### src/rtl/packet_rx_fifo.sv
// rtl/packet_rx_fifo.sv - receive FIFO for a no-backpressure beat stream, with drop flag and counter
module packet_rx_fifo #(
    parameter int DEPTH  = 8,
    parameter int ADDR_W = $clog2(DEPTH)
) (
    input  logic              clk,
    input  logic              rst_n,
    input  logic [7:0]        data_in,
    input  logic              valid_in,
    output logic [7:0]        data_out,
    output logic              valid_out,
    input  logic              ready_in,
    output logic [ADDR_W:0]   level,
    output logic              overflow,
    input  logic              clear_overflow,
    output logic [7:0]        drop_count
);

    localparam logic [ADDR_W:0] FULL_LEVEL = (ADDR_W + 1)'(DEPTH);

    logic [7:0]        mem [DEPTH];
    logic [ADDR_W-1:0] wptr;
    logic [ADDR_W-1:0] rptr;
    logic              pop;
    logic              push;
    logic              drop;

    // Outputs derive from the registered level, so reset clears them without a clock edge.
    assign valid_out = (level != '0);
    assign data_out  = valid_out ? mem[rptr] : 8'h00;

    assign pop  = valid_out & ready_in;
    assign push = valid_in & ((level < FULL_LEVEL) | pop);
    assign drop = valid_in & ~push;

    always_ff @(posedge clk or negedge rst_n) begin
        if (!rst_n) begin
            wptr  <= '0;
            rptr  <= '0;
            level <= '0;
        end else begin
            if (push) begin
                wptr <= wptr + ADDR_W'(1);
            end
            if (pop) begin
                rptr <= rptr + ADDR_W'(1);
            end
            case ({push, pop})
                2'b10:   level <= level + (ADDR_W + 1)'(1);
                2'b01:   level <= level - (ADDR_W + 1)'(1);
                default: level <= level;
            endcase
        end
    end

    always_ff @(posedge clk) begin
        if (push) begin
            mem[wptr] <= data_in;
        end
    end

    // A drop in the same cycle as a clear wins and counts as the first new drop.
    always_ff @(posedge clk or negedge rst_n) begin
        if (!rst_n) begin
            overflow   <= 1'b0;
            drop_count <= 8'h00;
        end else if (drop) begin
            overflow <= 1'b1;
            if (clear_overflow) begin
                drop_count <= 8'h01;
            end else if (drop_count != 8'hFF) begin
                drop_count <= drop_count + 8'h01;
            end
        end else if (clear_overflow) begin
            overflow   <= 1'b0;
            drop_count <= 8'h00;
        end
    end

endmodule

### config.mk
export PLATFORM = sky130hd
export DESIGN_NAME = packet_rx_fifo
export DESIGN_NICKNAME = d
export VERILOG_FILES = /design/src/rtl/packet_rx_fifo.sv
export SDC_FILE = /design/constraint.sdc
export NUM_CORES = 1
export LEC_CHECK = 0
export BUFFER_PORTS_ARGS = -buffer_cell sky130_fd_sc_hd__buf_2
export CAP_MARGIN = 0
export CORE_MARGIN = 8
export CORE_UTILIZATION = 58
export CTS_CLUSTER_DIAMETER = 100
export DETAILED_ROUTE_END_ITERATION = 6
export GPL_ROUTABILITY_DRIVEN = 0
export GPL_TIMING_DRIVEN = 0
export PLACE_DENSITY = 0.86
export SETUP_SLACK_MARGIN = 0.02
export SYNTH_ARGS = -nofsm -noshare
export SYNTH_HDL_FRONTEND = slang
export SYNTH_SLANG_ARGS = --single-unit
### constraint.sdc
create_clock -name clk -period 3.2 [get_ports clk]
set_clock_uncertainty 0.05 [all_clocks]
set_input_delay 0.64 -clock clk [delete_from_list [all_inputs] [get_ports clk]]
set_output_delay 0.64 -clock clk [all_outputs]
set_load 0.01 [all_outputs]
==> results_dict.tcl <==
set metrics [dict create \
    seqPwrFrac 0.456 \
    slew_viol_final 0 \
    start_util 0.594 \
    hpwl_mm 4.59 \
    fin_crit_ns 3.00 \
    grtUsageTotal 0.164 \
    cp_cell_sequence "buf_2 > buf_4 > mux4_2 > mux2i_1 > nor2_1 > buf_2" \
    synth_top_cell_by_area "edfxtp_1" \
    worstMarginPinSlew_ns 1.30 \
    fin_cells 331 \
    grt_pass1_vias 2081 \
    drc_errors 0 \
    ctsResizeCount 0 \
    synth_top_area_share 0.550 \
    fmax_ghz 0.334 \
    fin_setup_tns_ns 0 \
    first_pass_iters 4 \
    cts_buffers 9 \
    p_leak_nw 1.47 \
    dp_cells 316 \
    syn_avg_cell_area_um2 16.9 \
    crit_path_start "rptr[0]" \
    ios 35 \
    clkSlewWorstSetupHoldPaths_ns 0.08 \
    antenna_cells 0 \
    synthTopCellsByCount "edfxtp_1, dfrtp_1, nor2_1, mux4_2, mux2i_1" \
    htreeDepth 3 \
    crit_path_end "data_out[6]" \
    maxCapViolCount 0 \
    critPathArrivalTime_ns 2.31 \
    r2r-start "level[3]" \
    cts_tree "done" \
    drt-vias-per-instance 5.63 \
    reg2reg_to "level[2]" \
    ys.flop_type "edfxtp_1" \
    synth_edf_count 64 \
    r2r_cells 11 \
    insertion_delay_ns 0.34 \
    outcome "completed" \
    hold_violations 0 \
    startpoint_type "flip-flop" \
    grt_pass1_wl_mm 10.6 \
    rrSetupSlack_ns 0.31 \
    synth_nets 226 \
    intPower_mw 2.16 \
    syn-cell-area_um2 3490 \
    cp.required_ns 2.51 \
    drive_gt1_frac 0.309 \
    finalCritPeriodShare 0.936 \
    path_buf_inv 3 \
    die_w_um 93.6 \
    seqCellArea_um2 2400 \
    grt_remaining_overflow 0 \
    cts_buffer_depth 2 \
    synthMostInstantiatedCell "edfxtp_1" \
    grt_max_degree 20 \
    synthCells 207 \
    crit_path_end_kind "primary output" \
    p_sw_mw 1.09 \
    crit_top_cell "buf_2" \
    fillers 426 \
    die-area_um2 8760 \
    p_sw_frac 0.335 \
    drt-initial-drc-count 113 \
    ir_drop_mv 0.401 \
    core-area_um2 5890 \
    max_slew_margin 0.128 \
    rows 28 \
    p_comb_frac 0.345 \
    wl_mm 6.49 \
    powerDensity_nw_per_um2 824 \
    cp_top_family "buffers and inverters" \
    cts.sinks 83 \
    synth_area_leaders "edfxtp_1, dfrtp_1, mux4_2" \
    synth_warnings 0 \
    die_h_um 93.6 \
    ant_nets 0 \
    portBuffers 33 \
    crit_cells 6 \
    post_drt_wl_per_cell_um 19.6 \
    hp-class "input pin to asynchronous set/reset pin" \
    rsz0062_at_grt "false" \
    final-setup-viol-count 0 \
    nets 270 \
    path_max_fanout 10 \
    clkPwrFrac 0.198 \
    vias 1863 \
    crit_type "flip-flop to primary output" \
    ys_seq_area_frac 0.686 \
    synth-seq-cells 83 \
    antenna_found_initial 0 \
    root_buffer "clkbuf_8" \
    power.total_mw 3.25 \
    synthArstFlopShare 0.229 \
    critPathSlowestCell "mux4_2" \
    multiInputGateArea_um2 1070 \
    post_synth_num_cell_types 41 \
    area_growth_pct 13.0 \
    fin_util 0.671 \
    cp_slowest_stage_delay_ns 0.56 \
]
[through the flow]
step           hold WS (ns)  area (µm²)  worst slack (ns)
2_1_floorplan         0.294        3490             0.637
3_3_place_gp          0.407        3750            0.0969
3_5_place_dp          0.427        3770             0.354
4_1_cts               0.179        3940            0.0979
5_1_grt               0.209        3950            0.0609
6_report              0.173        3950             0.204
[how the worst min path moves through the flow]
| stage | end | slack, ns | startpoint | cells past startpoint |
|---|---|---|---|---|
| CTS | level[1] | 0.18 | rst_n | 1 |
| detailed placement | overflow | 0.43 | overflow | 1 |
| global placement | overflow | 0.41 | overflow | 1 |
| global route | level[1] | 0.21 | rst_n | 1 |
| floorplan | drop_count[0] | 0.29 | rst_n | 0 |
| finish | drop_count[1] | 0.17 | rst_n | 1 |
[cell type report]
class,count,area share
flip-flops and latches,83,0.607
multi-input cells,114,0.270
repair buffers,34,0.0437
clock buffers,10,0.0323
well taps,75,0.0238
clock inverters,6,0.0105
plain buffers,7,0.0101
inverters,2,0.00190
[cell usage in the layout, fill, tap and decap left out, drive strengths merged, types with 6 or more instances in the layout]
cell and count:
buf 38, clkbuf 13, dfrtp 19, edfxtp 64
ha 6, mux2i 12, mux4 16, nand2 6
nor2 19, nor3 8, xor2 6
[flip-flops by register name (all words and copies together), names as in the netlist]
| name | flops |
|---|---|
| drop_count | 8 |
| mem | 64 |
| wptr | 3 |
| level | 4 |
| overflow | 1 |
| rptr | 3 |
[power by group through the flow]
stage | clock network (mW) | registers [mW] | logic [mW]
after detailed placement | 0 | 1.50 | 1.15
after CTS | 0.649 | 1.48 | 1.16
after global placement | 0 | 1.48 | 1.09
after floorplan | 0 | 1.49 | 0.783
after global routing | 0.700 | 1.50 | 1.24
final | 0.645 | 1.49 | 1.12
[kinds of logic after synthesis]
kind of cell | share of synthesized area
DFF | 0.686
and+or+nand+nor | 0.0852
muxes | 0.148
AOI/OAI and AO/OA | 0.0193
xor gates and xnor gates | 0.0251
buffers and inverters | 0.0147
adders and majority gates | 0.0215
[per-layer routing]
metal  GRT usage  up-vias  routed length (µm)
met5           0        -                   0
met4      0.0964        0                 149
met3      0.0256       11                 195
met2       0.272       31                3420
met1       0.198      934                2730
li1            -      887                   -
[what timing repair did]
action / in CTS / in global routing
setup buffers: 0 / 0
hold buffers: 0 / 0
setup endpoints to repair: 0 / 3
No activity file was read; power rests on OpenSTA's default activity.
